==> src/rtl/mbox_ebox_resp.sv <==
// EBOX-side memory cycle responder: accepts EBOX requests, runs one backing-store
// transaction each, and reports read data, completion, page-fail or NXM abort.
module mbox_ebox_resp #(
    parameter int MEM_TIMEOUT = 255
) (
    input  logic        clk,
    input  logic        RESET,
    input  logic        MBOX_CYC_REQ,
    input  logic [22:0] VMA,
    input  logic        LOAD_AR,
    input  logic        LOAD_ARX,
    input  logic        VMA_FETCH,
    input  logic        VMA_WRITE,
    input  logic        VMA_PAUSE,
    input  logic        VMA_ADR_ERR,
    input  logic [35:0] AR,
    output logic        MB_WAIT,
    output logic        MBOX_XFER,
    output logic        MBOX_RESP,
    output logic [35:0] MEM_DATA,
    output logic        PAGE_FAIL,
    output logic        NXM_ERR,
    output logic        MEM_REQ,
    output logic        MEM_WE,
    output logic [22:0] MEM_ADDR,
    output logic [35:0] MEM_WDATA,
    input  logic        MEM_ACK,
    input  logic [35:0] MEM_RDATA
);
    localparam int CW = $clog2(MEM_TIMEOUT + 1);

    typedef enum logic [2:0] {IDLE, RD, WR, PAUSE, ERR} state_t;

    state_t        state;
    logic [CW-1:0] cnt;
    logic          rpw_q;
    logic          is_read;
    logic          pause_wr;

    assign is_read  = LOAD_AR | LOAD_ARX | VMA_FETCH;
    assign pause_wr = (state == PAUSE) & VMA_WRITE;

    always_ff @(posedge clk) begin
        if (RESET) begin
            state     <= IDLE;
            cnt       <= '0;
            rpw_q     <= 1'b0;
            MB_WAIT   <= 1'b0;
            MBOX_XFER <= 1'b0;
            MBOX_RESP <= 1'b0;
            PAGE_FAIL <= 1'b0;
            NXM_ERR   <= 1'b0;
            MEM_DATA  <= '0;
            MEM_REQ   <= 1'b0;
            MEM_WE    <= 1'b0;
            MEM_ADDR  <= '0;
            MEM_WDATA <= '0;
        end else begin
            MBOX_XFER <= 1'b0;
            MBOX_RESP <= 1'b0;
            PAGE_FAIL <= 1'b0;
            NXM_ERR   <= 1'b0;
            case (state)
                IDLE, PAUSE: begin
                    if (MBOX_CYC_REQ) begin
                        MEM_WDATA <= AR;
                        cnt       <= '0;
                        // The write half of a read-pause-write reuses the read address.
                        if (!pause_wr) MEM_ADDR <= VMA;
                        if (VMA_ADR_ERR) begin
                            state     <= ERR;
                            MB_WAIT   <= 1'b1;
                            PAGE_FAIL <= 1'b1;
                        end else if (pause_wr || (VMA_WRITE && !is_read)) begin
                            state   <= WR;
                            MB_WAIT <= 1'b1;
                            MEM_REQ <= 1'b1;
                            MEM_WE  <= 1'b1;
                        end else if (is_read) begin
                            state   <= RD;
                            MB_WAIT <= 1'b1;
                            MEM_REQ <= 1'b1;
                            MEM_WE  <= 1'b0;
                            rpw_q   <= VMA_PAUSE;
                        end else begin
                            state <= IDLE;
                        end
                    end
                end
                RD, WR: begin
                    if (MEM_ACK) begin
                        MEM_REQ   <= 1'b0;
                        MEM_WE    <= 1'b0;
                        MB_WAIT   <= 1'b0;
                        MBOX_RESP <= 1'b1;
                        if (state == RD) begin
                            MEM_DATA  <= MEM_RDATA;
                            MBOX_XFER <= 1'b1;
                            state     <= rpw_q ? PAUSE : IDLE;
                        end else begin
                            state <= IDLE;
                        end
                    end else if (cnt == CW'(MEM_TIMEOUT - 1)) begin
                        // Count reaches the limit on this edge: abort as non-existent memory.
                        MEM_REQ <= 1'b0;
                        MEM_WE  <= 1'b0;
                        MB_WAIT <= 1'b0;
                        NXM_ERR <= 1'b1;
                        state   <= IDLE;
                    end else begin
                        cnt <= cnt + 1'b1;
                    end
                end
                default: begin
                    state   <= IDLE;
                    MB_WAIT <= 1'b0;
                end
            endcase
        end
    end
endmodule
==> config.mk <==
export PLATFORM = sky130hd
export DESIGN_NAME = mbox_ebox_resp
export DESIGN_NICKNAME = d
export VERILOG_FILES = /design/src/rtl/mbox_ebox_resp.sv
export SDC_FILE = /design/constraint.sdc
export NUM_CORES = 1
export LEC_CHECK = 0
export BUFFER_PORTS_ARGS = -buffer_cell sky130_fd_sc_hd__buf_4
export CORE_UTILIZATION = 35
export DETAILED_ROUTE_END_ITERATION = 7
export GPL_TIMING_DRIVEN = 1
export PLACE_DENSITY = 0.64
export SLEW_MARGIN = 5
export SYNTH_ARGS = -nofsm -noshare
export SYNTH_HDL_FRONTEND = slang
export SYNTH_SLANG_ARGS = --single-unit
==> constraint.sdc <==
create_clock -name clk -period 2 [get_ports clk]
set_input_delay 0.1 -clock clk [delete_from_list [all_inputs] [get_ports clk]]
set_output_delay 0.1 -clock clk [all_outputs]
set_load 0.05 [all_outputs]
== After elaboration in Yosys (flattened, before gate mapping) ==
Cells that the tools add are included.
Storage, ports and cells
  bits in registers: 114
  word-level logic and storage cells: 86
Cells by class
  $add $sub $neg: 1
  equality and inequality tests: 11
  multiplexer cells: 32
  bitwise operators: 10
  reduce and logical (&&, ||, !) cells: 19
Operators by type and width (number)
  two-way mux 8 bit: 3
  two-way mux 1 bit: 17
  one-hot mux 8 bit (2 select lines): 1
  two-way mux 3 bit: 4
  AND reduction 5 bit: 2
  AND reduction 3 bit: 3
  OR reduction 3 bit: 3
  adder 8 x 1 -> 8 bit, second input constant: 1
  equality test 8 bit, second input constant: 1
  != test 2 bit, second input constant: 4
  NOT 1 bit: 7
  equality test 3 x 2 -> 1 bit, second input constant: 2
  two-way mux 2 bit: 3
  != test 3 bit, second input constant: 2
  one-hot mux 1 bit (2 select lines): 3
  one-hot mux 3 bit (2 select lines): 1
  OR reduction 2 bit: 3
  != test 4 bit, second input constant: 1
  AND reduction 2 bit: 2
  AND reduction 4 bit: 1
  equality test 3 x 1 -> 1 bit, second input constant: 1
  logical NOT 3 bit: 1
  OR 1 bit: 2
  nonzero test 2 bit: 1
  other kinds (4): 4

== Longest topological paths before layout ==
  depth after elaboration: 9
  depth in mapped cells: 7
  mapped depth without buffers: 6

== Worst setup path before layout ==
Ideal clock, no wire load.
  path kind: flip-flop to flip-flop
  start: register state[1]
  end: register MEM_ADDR[2]
  arrival: 1.560 ns
  path slack: 0.313 ns
  cell stages (with the launch flop): 8
  cells stage by stage: dfxtp_1 -> buf_4 -> or2_1 -> buf_2 -> a211oi_4 -> buf_6 -> mux2i_1 -> nor2_1
On the way
  word-level cells in the longest chain between the ends: 4
  elaborated cells on any way between the ends: 6
  classes of those cells: eq/ne (1); bitwise (2); reduce/logical (3)
RTL lines
  start, declared: line 34  | state_t state;
  start signal, assigned: line 99  | state <= rpw_q ? PAUSE : IDLE;
  equality test 3 x 2 -> 1 bit: line 41, 63
  AND 1 bit: line 41  | assign pause_wr = (state == PAUSE) & VMA_WRITE;
  NOT 1 bit (no line)
  AND reduction 3 bit (no line) (*)
  end signal, assigned: line 56  | MEM_ADDR <= '0;
  end signal, assigned: line 69  | if (!pause_wr) MEM_ADDR <= VMA;
  end, declared: line 25  | output logic [22:0] MEM_ADDR,
Every way passes the cells marked *; elsewhere a longest branch is shown, timed or not.
A chain may end at the register's enable or synchronous reset.

== Worst setup path after layout ==
  start: register state[1]
  end: register MEM_ADDR[1]
Same word-level chain as after synthesis.

==> metrics.txt <==
hold_ws=slightly above 0.09 ns; Post-route DRC=0; hold buffers post-CTS=98; CP peak stage delay=a little under 0.6 ns; CTS Buf Count=17; RR Startpoint=state[1]; CTS Buffer Depth=2; min-delay src=MBOX_CYC_REQ; post-DR vias/cell=4.67; delay-heaviest family, CP=flip-flops; height of the chip=about 110 um; Starting Density=36.1%; # fillers=slightly below 1000; routed len/inst=~14 um; max-cap viol count=0; Worst Path Max Fanout=23; Netlist cell types=44; Worst-path clk slew=around 0.050 ns; CORE AREA=between 10000 and 15000 um^2; Sequential Area=approximately 2300 um^2; vias in the first global route=between 4000 and 5000; Syn. warnings=0; Final #Nets=between 900 and 1000; Num Clock Sinks=about 110; CP bufs+invs=1; layout cells sized above 1=around 30%; number of cell rows=40; Fmax=between 0.5 and 0.6 GHz; FF+latch count, synth=114; CP required=roughly 2.3 ns; leakage power=approximately 3.3 nW; async set or reset register ratio after synthesis=0%; GP Congestion=about 0.75; min cycle time layout=1.85 ns; Setup Fix Bufs, Post-CTS=0; Avg Inst Size Synth=approximately 8.5 um^2; Synth Area in Compound Gates=between 10 and 15%; RSZ-0062 raised after global routing=no; Area growth, synth to finish=75.0%; CTS tree=yes; worst-skew pair later-pin latency=around 0.40 ns; mux cell area share after synthesis=about 7.1%; WL final=roughly 14000 um; crit share post-route=between 90% and 100%; Cell Pwr Density=between 900 and 1000 nW/um^2; Max-slew headroom=between 50% and 60%; outcome=finished, final reports clean; CP max stage cell=dfxtp_1; worst hold path class=input port to flop; total number of vias=4606; Tot GR Track Use=21.3%; Die Wd=around 110 um; Multi-input gate area=1910 um^2; detailed-placement wirelength estimate=between 8000 and 9000 um; max-slew violations=0; initial antenna violation count=0; largest family of logic cells by synthesized area=simple AND/OR/NAND/NOR gates; Crit Path Category=flop to flop; n_diodes=0; First DRT Iteration DRCs=between 200 and 300; sequential share of the synthesized area=between 50% and 60%; largest net degree at the start of global routing=between 60 and 70; XOR/XNOR share of the synthesized area=0.833%; Synth Area in Adders=less than 1%; Post-Syn Nets=617; Setup crit start kind=flop; number of flops mapped to enable cells by yosys=0; Max VDD drop=roughly 0.56 mV; IO Port Bufs=206; Cell Chain, Critical Path=nand3b_1 -> a211oi_4 -> buf_12 -> mux2i_1 -> nor2_1; TNS Setup=0 ns; Core Util, Final=between 60% and 70%; Crit path arrival time=~2.1 ns; Worst-Margin Slew=approximately 0.69 ns; CTS resizes=0; first-pass GRT wire length=around 22000 um; Hold Vio Cnt, Final=0; DR pass1 iterations=4; H-tree depth=4; most common cell after layout, fill and taps aside=buf_4; Synth Area in Simple Gates=20.7%; Clock Skews=between 0.006 and 0.007 ns; worst setup path start=state[1]; setup violators final=0; most frequent cells in the layout=buf_4, nand2_1, dfxtp_1, dlygate4sd3_1, a21oi_1; Post-Syn Instances=510; CTS Root Cell=clkbuf_16; global route overflow=0; CP Capture Type=flop; die area=~13000 um^2; Syn Std Cell Area=4360 um^2; Synth Flop Type=dfxtp_1; I/O pins=between 200 and 250; Antenna Violating Nets Remaining=0
worst min-delay path, delay by kind of cell:
kind            cells  cell delay (ns)
buf+inv             1             0.14
compound gates      2             0.19
metal layers:
metal / GRT usage [%] / vias to the layer above / share of wire (%)
met5: 0 / - / 0
met1: 23.0 / 2101 / 39
met3: 5.95 / 40 / 5.8
li1: - / 2295 / -
met4: 13.0 / 0 / 3.4
met2: 37.2 / 170 / 52
where the power goes:
group	switching [W]	internal, W
logic	0.00115	0.000743
clock network	0.000976	0.00181
registers	0.000120	0.00245
total	0.00224	0.00501
final timing paths:
kind	endpoint	slack [ns]	cells after the start
max	MEM_ADDR[1]	0.15	5
min	MB_WAIT	0.09	3
max reg2reg	MEM_ADDR[1]	0.15	5
min reg2reg	MEM_DATA[22]	0.45	2
through the flow:
stage / setup WS [ns] / instance area, um^2 / std cells / total power (W)
floorplan: 0.313 / 4360 / 510 / 0.00374
global placement: 0.221 / 6100 / 860 / 0.00431
detailed placement: 0.177 / 6100 / 860 / 0.00434
CTS: 0.172 / 7620 / 987 / 0.00730
global route: 0.0109 / 7620 / 987 / 0.00757
finish: 0.146 / 7620 / 987 / 0.00725
cell families (layout without fill, tap and decap cells):
family,after synthesis,after routing
compound gates,103,103
xor+xnor,2,2
fa+ha+maj,2,2
buf+inv,40,349
flops,114,114
mux,31,31
simple gates,218,218
cell usage after synthesis (all sizes together), types with 4 or more instances:
cell type,n,area share (%)
mux2i,31,7.1
o21ai,4,0.46
nand3,5,0.57
nor3,4,0.57
dfxtp,114,52
o211ai,5,1.2
a21oi,77,8.8
nand2b,6,0.86
nand4,4,0.57
buf,11,1.8
nor2,29,2.5
inv,5,0.43
clkbuf,24,2.1
nand2,156,13
state kept, by name, indices dropped and copies added, names as in the netlist, 3 cells and up:
register   flops
MEM_ADDR      23
MEM_DATA      36
MEM_WDATA     36
cnt            8
state          3
cell type report:
class,instances,area share [%]
Timing Repair Buffer,315,34.9
Inverter,5,0.246
Tap cell,168,2.76
Multi-Input combinational cell,356,25.0
Clock buffer,24,6.45
Clock inverter,5,0.706
Sequential cell,114,29.9
Note: power is estimated with default switching activity, not from simulation.
